File: src/rtl/alu_slice_pkg.sv
// Shared types, select constants and the 4-bit 74181-style slice function
// used by the sequential ALU.
package alu_slice_pkg;

  typedef enum logic [1:0] {
    ST_IDLE = 2'd0,
    ST_RUN  = 2'd1,
    ST_DONE = 2'd2
  } state_t;

  localparam int SLICE_W = 4;

  typedef logic [3:0] sel_t;

  localparam sel_t SEL_ADD = 4'b1001;
  localparam sel_t SEL_SUB = 4'b0110;
  localparam sel_t SEL_XOR = 4'b0110;

  // Returns {cout, f}. Arithmetic ops are expressed as x + y + cin so the
  // carry out is the true carry of the slice; logic ops never carry.
  function automatic logic [SLICE_W:0] alu181_slice(
    input logic [SLICE_W-1:0] a4,
    input logic [SLICE_W-1:0] b4,
    input sel_t               sel,
    input logic               mode,
    input logic               cin
  );
    logic [SLICE_W-1:0] x;
    logic [SLICE_W-1:0] y;
    logic [SLICE_W-1:0] f;
    x = '0;
    y = '0;
    f = '0;
    if (mode) begin
      case (sel)
        4'h0:    f = ~a4;
        4'h1:    f = ~(a4 | b4);
        4'h2:    f = ~a4 & b4;
        4'h3:    f = '0;
        4'h4:    f = ~(a4 & b4);
        4'h5:    f = ~b4;
        4'h6:    f = a4 ^ b4;
        4'h7:    f = a4 & ~b4;
        4'h8:    f = ~a4 | b4;
        4'h9:    f = ~(a4 ^ b4);
        4'hA:    f = b4;
        4'hB:    f = a4 & b4;
        4'hC:    f = '1;
        4'hD:    f = a4 | ~b4;
        4'hE:    f = a4 | b4;
        default: f = a4;
      endcase
      return {1'b0, f};
    end
    case (sel)
      4'h0:    begin x = a4;        y = '0;        end
      4'h1:    begin x = a4 | b4;   y = '0;        end
      4'h2:    begin x = a4 | ~b4;  y = '0;        end
      4'h3:    begin x = '0;        y = '1;        end
      4'h4:    begin x = a4;        y = a4 & ~b4;  end
      4'h5:    begin x = a4 | b4;   y = a4 & ~b4;  end
      4'h6:    begin x = a4;        y = ~b4;       end
      4'h7:    begin x = a4 & ~b4;  y = '1;        end
      4'h8:    begin x = a4;        y = a4 & b4;   end
      4'h9:    begin x = a4;        y = b4;        end
      4'hA:    begin x = a4 | ~b4;  y = a4 & b4;   end
      4'hB:    begin x = a4 & b4;   y = '1;        end
      4'hC:    begin x = a4;        y = a4;        end
      4'hD:    begin x = a4 | b4;   y = a4;        end
      4'hE:    begin x = a4 | ~b4;  y = a4;        end
      default: begin x = a4;        y = '1;        end
    endcase
    return {1'b0, x} + {1'b0, y} + {{SLICE_W{1'b0}}, cin};
  endfunction

endpackage

File: src/rtl/alu181_slice.sv
// Combinational 4-bit 74181-style slice; one link of the per-clock ripple chain.
module alu181_slice
  import alu_slice_pkg::*;
(
  input  logic [SLICE_W-1:0] a,
  input  logic [SLICE_W-1:0] b,
  input  logic [3:0]         sel,
  input  logic               mode,
  input  logic               cin,
  output logic [SLICE_W-1:0] f,
  output logic               cout
);

  assign {cout, f} = alu_slice_pkg::alu181_slice(a, b, sel, mode, cin);

endmodule

File: src/rtl/alu_slice_seq.sv
// Multi-cycle 74181-style ALU: evaluates WIDTH/4 slices, SPC per clock, LSB
// first, with the ripple carry held in a register between cycles.
//
//   state   | meaning
//   IDLE    | in_ready high, waiting for an operation
//   RUN     | evaluating SPC slices per cycle, carry kept in carry_q
//   DONE    | out_valid high, outputs frozen until out_ready
module alu_slice_seq
  import alu_slice_pkg::*;
#(
  parameter int WIDTH = 16,
  parameter int SPC   = 1
) (
  input  logic             clk,
  input  logic             rst,
  input  logic             in_valid,
  output logic             in_ready,
  input  logic [WIDTH-1:0] a,
  input  logic [WIDTH-1:0] b,
  input  logic [3:0]       sel,
  input  logic             mode,
  input  logic             cin,
  output logic             out_valid,
  input  logic             out_ready,
  output logic [WIDTH-1:0] result,
  output logic             cout,
  output logic             aeqb,
  output logic             zero
);

  localparam int CHUNK = SLICE_W * SPC;
  localparam int NS    = (CHUNK > 0) ? (WIDTH / CHUNK) : 1;
  localparam int CNT_W = (NS > 1) ? $clog2(NS) : 1;

  if ((SPC < 1) || (CHUNK > WIDTH) || ((WIDTH % CHUNK) != 0)) begin : g_bad_params
    $error("alu_slice_seq: WIDTH must be a multiple of 4*SPC and 1 <= SPC <= WIDTH/4");
  end

  state_t             state;
  state_t             state_nxt;
  logic [WIDTH-1:0]   a_q;
  logic [WIDTH-1:0]   b_q;
  logic [3:0]         sel_q;
  logic               mode_q;
  logic               carry_q;
  logic [CNT_W-1:0]   cnt_q;
  logic               last_cyc;
  logic [CHUNK-1:0]   chunk_f;
  logic [SPC:0]       chain;
  logic [WIDTH-1:0]   result_nxt;

  // Operands shift right each RUN cycle so the slices always see bits [CHUNK-1:0].
  assign chain[0] = carry_q;
  for (genvar i = 0; i < SPC; i++) begin : g_slice
    alu181_slice u_slice (
      .a    (a_q[i*SLICE_W +: SLICE_W]),
      .b    (b_q[i*SLICE_W +: SLICE_W]),
      .sel  (sel_q),
      .mode (mode_q),
      .cin  (chain[i]),
      .f    (chunk_f[i*SLICE_W +: SLICE_W]),
      .cout (chain[i+1])
    );
  end

  // Result fills from the top; after NS shifts the LSB slice lands at bit 0.
  if (NS == 1) begin : g_single
    assign result_nxt = chunk_f;
  end else begin : g_multi
    assign result_nxt = {chunk_f, result[WIDTH-1:CHUNK]};
  end

  assign last_cyc = (cnt_q == '0);

  always_ff @(posedge clk) begin
    if (rst) state <= ST_IDLE;
    else     state <= state_nxt;
  end

  always_comb begin
    state_nxt = state;
    in_ready  = 1'b0;
    out_valid = 1'b0;
    case (state)
      ST_IDLE: begin
        in_ready = 1'b1;
        if (in_valid) state_nxt = ST_RUN;
      end
      ST_RUN: begin
        if (last_cyc) state_nxt = ST_DONE;
      end
      ST_DONE: begin
        out_valid = 1'b1;
        if (out_ready) state_nxt = ST_IDLE;
      end
      default: state_nxt = ST_IDLE;
    endcase
  end

  always_ff @(posedge clk) begin
    if (rst) begin
      a_q     <= '0;
      b_q     <= '0;
      sel_q   <= '0;
      mode_q  <= 1'b0;
      carry_q <= 1'b0;
      cnt_q   <= '0;
      result  <= '0;
      cout    <= 1'b0;
      aeqb    <= 1'b0;
      zero    <= 1'b0;
    end else begin
      case (state)
        ST_IDLE: begin
          if (in_valid) begin
            a_q     <= a;
            b_q     <= b;
            sel_q   <= sel;
            mode_q  <= mode;
            carry_q <= cin & ~mode;
            cnt_q   <= CNT_W'(NS - 1);
          end
        end
        ST_RUN: begin
          a_q     <= a_q >> CHUNK;
          b_q     <= b_q >> CHUNK;
          carry_q <= chain[SPC];
          result  <= result_nxt;
          cnt_q   <= cnt_q - CNT_W'(1);
          // Flags come from the completed word so they are ready with out_valid.
          if (last_cyc) begin
            cout <= chain[SPC];
            zero <= (result_nxt == '0);
            aeqb <= &result_nxt;
          end
        end
        default: ;
      endcase
    end
  end

endmodule

File: config.mk
export PLATFORM = sky130hd
export DESIGN_NAME = alu_slice_seq
export DESIGN_NICKNAME = d
export VERILOG_FILES = /design/src/rtl/alu_slice_pkg.sv /design/src/rtl/alu181_slice.sv /design/src/rtl/alu_slice_seq.sv
export SDC_FILE = /design/constraint.sdc
export NUM_CORES = 1
export LEC_CHECK = 0
export ABC_AREA = 1
export ABC_CLOCK_PERIOD_IN_PS = 3580
export CORE_ASPECT_RATIO = 2
export CORE_MARGIN = 4
export CORE_UTILIZATION = 50
export CTS_BUF_LIST = sky130_fd_sc_hd__clkbuf_4 sky130_fd_sc_hd__clkbuf_8
export DETAILED_ROUTE_END_ITERATION = 12
export PLACE_DENSITY = 0.83
export RECOVER_POWER = 25
export SETUP_SLACK_MARGIN = 0.1
export SLEW_MARGIN = 0
export SYNTH_ARGS = -nofsm -noshare
export SYNTH_HDL_FRONTEND = slang
export SYNTH_SLANG_ARGS = --single-unit
File: constraint.sdc
create_clock -name clk -period 3.58 [get_ports clk]
set_input_delay 0.895 -clock clk [delete_from_list [all_inputs] [get_ports clk]]
set_output_delay 0.895 -clock clk [all_outputs]
set_load 0.05 [all_outputs]
After elaboration in Yosys (flattened, before gate mapping)
Cells that the tools add are included.
- bits in latches: 0
- output and inout port bits: 21
- ROM bits: 0
- bits of input ports: 42
- memories kept: 0
- logic and storage cells: 85
- flip-flop bits (word level): 61
- RAM bits: 0
- bitwise gates (word level): 14
- shift-type cells: 0
- add/sub/neg operators: 3
- mux-type cells: 22
- eq/ne operators: 19
- reductions and logical operators: 16
- $lt $le $gt $ge: 0
- div/mod/pow operators: 0
- multipliers: 0
- operators by type and width (cell ; count):
    $pmux W16 S2 ; 2
    $pmux W4 S15 ; 1
    $mux W16 ; 2
    $eq A4 B4 Y1 const B ; 7
    $pmux W4 S6 ; 1
    $not A4 Y4 ; 5
    $pmux W4 S5 ; 1
    $eq A4 B3 Y1 const B ; 4
    $logic_not A16 Y1 ; 1
    $reduce_and A16 Y1 ; 1
    $and A4 B4 Y4 ; 3
    $or A4 B4 Y4 ; 3
    $reduce_or A3 Y1 ; 4
    $mux W5 ; 2
    $eq A4 B2 Y1 const B ; 2
    $mux W2 ; 4
    $mux W4 ; 2
    $ne A2 B2 Y1 const B ; 3
    $pmux W2 S3 ; 1
    $reduce_and A2 Y1 ; 3
    $add A4 B4 Y5 ; 1
    $add A5 B1 Y5 ; 1
    $eq A4 B1 Y1 const B ; 1
    $logic_not A2 Y1 ; 2
    other kinds (13) ; 17

Longest topological paths before layout
Gate-level depths: netlist (run 1).
- depth in word-level cells: 8
- depth in mapped cells: 18

Hierarchy
Synthesis (run 1) repeated with hierarchy kept, for this count alone.
- cell total of the unflattened synthesis: 644
- area, all modules: 3981.3 um2
- modules (own cells, without submodules) (module ; area an instance (um2) ; cells an instance ; instances ; sequential area each (um2)):
    alu_slice_seq ; 2570.0 ; 376 ; 1 ; 1221.2
    alu181_slice ; 1411.4 ; 268 ; 1 ; 0.0

Worst setup path after synthesis (run 1)
OpenSTA, ideal clock, no wires.
- path kind: register -> register
- start point: register sel_q[1]
- end point: register aeqb
- path buffers: 1
- arrival time: 2.579 ns
- stages on the path, launching flop included: 18
- period minus slack after synthesis: 2.644 ns
- path slack: 0.936 ns
- cell sequence: dfxtp_1 > inv_1 > nor2_2 > buf_6 > nand2_1 > o211ai_1 > a21oi_1 > fa_1 > fa_1 > nand2_1 > inv_1 > nor2_1 > o21ai_0 > nand2_1 > nand3_1 > nor2_1 > nor2_1 > nor2_1
- word-level cells in the longest chain between the ends: 8
- RTL lines (item ; line ; source):
    start: declaration ; alu_slice_seq.sv:43 ; logic [3:0] sel_q;
    start signal: assignment ; alu_slice_seq.sv:118 ; sel_q <= sel;
    $eq A4 B4 Y1, or another cell as far along ; alu_slice_pkg.sv:35, alu_slice_pkg.sv:55 ;
    $reduce_or A3 Y1 (no line) or $reduce_or A2 Y1 (tied branches) ; - ;
    $pmux W4 S6 or $pmux W4 S5 (tied branches) ; alu_slice_pkg.sv:55 ; case (sel)
    $mux W4 ; alu_slice_pkg.sv:55 ;
    $add A4 B4 Y5 ; alu_slice_pkg.sv:73 ; return {1'b0, x} + {1'b0, y} + {{SLICE_W{1'b0}}, cin};
    $add A5 B1 Y5 ; alu_slice_pkg.sv:73 ;
    $mux W5 * ; alu_slice_pkg.sv:55 ;
    $reduce_and A16 Y1 * ; alu_slice_seq.sv:134 ; aeqb <= &result_nxt;
    end signal: assignment ; alu_slice_seq.sv:134 ;
    end: declaration ; alu_slice_seq.sv:27 ; output logic aeqb,
Mark *: on every way between the ends. The rest lies on a longest branch, timed or not. The select of a mux whose other input is x is not followed.
A chain may end at the register's enable or synchronous reset.

Worst setup path in the final report (run 1)
- start point: register sel_q[0]
- end point: register aeqb
The elaborated chain is that of the path after synthesis.

==> results.cfg, run 1 <==
[clock_network]
cts.sinks = 61
cts_resized = 0
cts-htree-levels = 3
clkTransAtPathRegs_ns = 0.07
cts_setup_buffers = 0
cts_buffer_depth = 2
clkLatencyLatePin_ns = 0.34
cts_tree = done
holdBufCountCts = 0
cts_root_buf = clkbuf_8
cts_made_buffers = 9

[route]
drt_iter0_drc = 259
ant_nets = 0
routed-via-count = 4025
drt-pass1-iter-count = 4
routed_via_density = 5.45
avgRoutedWirePerCell_um = 16.5
drc = 0
drt_wl_total_um = 12200

[global_route]
grt_antenna_before_repair = 0
grt_max_degree = 58
grt_pass1_wl_um = 19400
grt_usage_pct = 26.9
grt_pass1_vias = 3988
grt_overflow = 0

[timing]
finalSetupViolations = 0
finalHoldViolations = 0
rsz0062_at_grt = false
skew_ns = 0.00585
finalSetupTns_ns = 0
worst_slew_pin_slew_ns = 1.63
fmax_mhz = 324
period_share_pct = 86.2
fin_ws_ns = 0.493
slew_viol_final = 36
period_needed_ns = 3.09
max_slew_margin_pct = -8.53
hold-worst-slack_ns = 0.455

[synthesis]
synth_seq_cells = 61
synthCells = 585
yosysUniqueCellTypes = 28
synth_fp_nets = 649
ys_warn_count = 0
syn_area_mm2 = 0.00381
syn_area_per_cell_um2 = 6.52
synth_seq_area_share_pct = 32.0

[cells_and_area]
finalNonFillerCells = 738
drive_gt1_share_pct = 5.11
synthToLayoutAreaGrowth_pct = 23.0
fin_util_pct = 64.0
nets = 705
fillers = 677
antenna_cells = 0

[critical_path]
crit_path_top_delay_cell = dfxtp_1
startpoint_type = flop
max_stage_delay_ns = 0.43
worstPathRequired_ns = 3.83
cp_common_cell = nor2_1
end_kind = flop
path_max_fanout = 12
worstPathCellList = inv_1, nor2_2, buf_4, nand2_1, o211ai_1, a21oi_1, fa_1, fa_1, nand2_1, inv_1, nor2_1, o21ai_0, nand2_1, nand3_1, nor2_1, nor2_1, nor2_1
path_class = flop to flop
cp_data_arrival_time_ns = 3.34

[outcome]
status = complete, but fails checks
violations = capacitance limit, slew limit

[power_and_ir_drop]
pwr-share-seq_pct = 37.9
irDropWorstVdd_mv = 0.386
p_leak_nw = 2.10
swShare_pct = 37.6
pwr-share-comb_pct = 35.8
p_clk_share_pct = 26.2
powerDensity_mw_per_mm2 = 461
p_int_w = 0.00135
p_switching_w = 0.000812

[placement]
dp_hpwl_um = 9610
gp_congestion = 1.00
io_buffers = 62
dp.cells = 722
dpl_worst_slack_ns = 0.615

[floorplan]
core_area_mm2 = 0.00732
die_h_um = 131
die_area_mm2 = 0.00917
die_w_um = 69.7
initial_utilization_pct = 52.1
row_count = 44
io_pins = 63

[min_path]
hp-class = flop to flop

[flow_run]
maxCapViolations = 1
==> path summary, 6_finish.rpt <==
check	start	slack, ns	to	cells past startpoint
worst max-delay path	sel_q[0]$_SDFFE_PP0P_	0.49	aeqb$_SDFFE_PP0P_	17
worst min-delay path	b_q[9]$_SDFFE_PP0P_	0.46	b_q[9]$_SDFFE_PP0P_	2
worst max register to register	sel_q[0]$_SDFFE_PP0P_	0.49	aeqb$_SDFFE_PP0P_	17
worst min register to register	b_q[9]$_SDFFE_PP0P_	0.46	b_q[9]$_SDFFE_PP0P_	2
==> cells by family after synthesis <==
group / share of synthesized area (%)
and+or+nand+nor: 27.8
DFF: 32.0
AOI/OAI and AO/OA: 20.3
adders and majority gates: 7.61
buffers and inverters: 12.2
==> metrics by stage <==
stage               cell area [um2]  total power (W)
CTS                            4690          0.00217
finish                         4690          0.00216
global placement               4510          0.00159
floorplan                      3810          0.00134
detailed placement             4510          0.00160
global route                   4690          0.00229
==> state kept, by name (all words and copies together) (netlist names) <==
signal and count:
cnt_q 2, result 16, cout 1, state 2, sel_q 4, carry_q 1, zero 1, a_q 16
b_q 16, mode_q 1, aeqb 1
==> critical path: cells and delay by family (launching register included) <==
family / cells / cell delay [ns]
compound gates: 3 / 0.55
fa+ha+maj: 2 / 0.84
buf+inv: 3 / 0.36
flops: 1 / 0.43
simple gates: 9 / 0.83
==> power groups by stage <==
stage          Sequential, W  Combinational [W]  Clock, W
5_1_grt             0.000829           0.000852  0.000605
2_1_floorplan       0.000889           0.000449         0
3_5_place_dp        0.000832           0.000769         0
6_report            0.000820           0.000774  0.000567
3_3_place_gp        0.000830           0.000760         0
4_1_cts             0.000818           0.000773  0.000579
==> cell usage in the layout (no fill, tap or decap), drive strengths merged <==
master and instances:
and2 1, ha 20, nand3 33, a21o 1, nor3 3, o21ai 32
inv 87, buf 9, nand3b 3, nand2 135, o2111ai 4, clkdlybuf4s50 61
a221oi 1, clkinv 2, dlygate4sd3 1, dfxtp 61, clkbuf 16, nand4 4
a211oi 35, o211ai 2, nor2 74, nor4 4, a21oi 50, fa 2
o22ai 4, a32oi 1
==> cell type report <==
cell class	count	area, um2	share of cell area [%]
clock buffer	15	181	3.87
clock inverter	1	5.00	0.107
multi-input combinational	409	2130	45.5
inverter	88	330	7.04
timing repair buffer	72	704	15.0
tap	92	115	2.45
sequential	61	1220	26.0
==> per-layer routing <==
layer  vias to the layer above  part of all wire [%]  track usage (%)
met5                         -                     0                0
met4                         0                   7.1             19.9
met3                        49                   3.1             4.13
met2                       118                    56             52.2
met1                      1840                    33             23.9
li1                       2018                     -                -
==> cell usage after synthesis <==
library cell	instances	share of area, %
nand4_1	4	0.66
a221oi_1	1	0.23
clkinv_1	1	0.098
nor3_1	3	0.39
nand2_1	133	13
and2_1	1	0.16
o21ai_0	32	4.2
fa_1	2	1.1
dfxtp_1	61	32
a211oi_1	35	6.9
nor2_2	5	0.82
buf_2	4	0.53
a21oi_1	50	6.6
ha_1	20	6.6
nand3b_1	3	0.59
buf_6	3	0.89
nor4_1	4	0.66
nand3_1	33	4.3
nand2_2	2	0.33
a21o_1	1	0.20
a32oi_1	1	0.23
o2111ai_1	4	0.92
clkbuf_1	18	1.8
o211ai_1	2	0.39
buf_4	2	0.39
inv_1	87	8.6
nor2_1	69	6.8
o22ai_1	4	0.66
(Power assumes the default switching activity.)
==> inputs of run 2 (changes only) <==
--- a/config.mk
+++ b/config.mk
@@ -12,6 +12,7 @@
 export CORE_UTILIZATION = 50
 export CTS_BUF_LIST = sky130_fd_sc_hd__clkbuf_4 sky130_fd_sc_hd__clkbuf_8
 export DETAILED_ROUTE_END_ITERATION = 12
+export HOLD_SLACK_MARGIN = 0.06
 export PLACE_DENSITY = 0.83
 export RECOVER_POWER = 25
 export SETUP_SLACK_MARGIN = 0.1
==> results of run 2 <==
No change in the layout: final DEF, timing and power equal those of run 1.
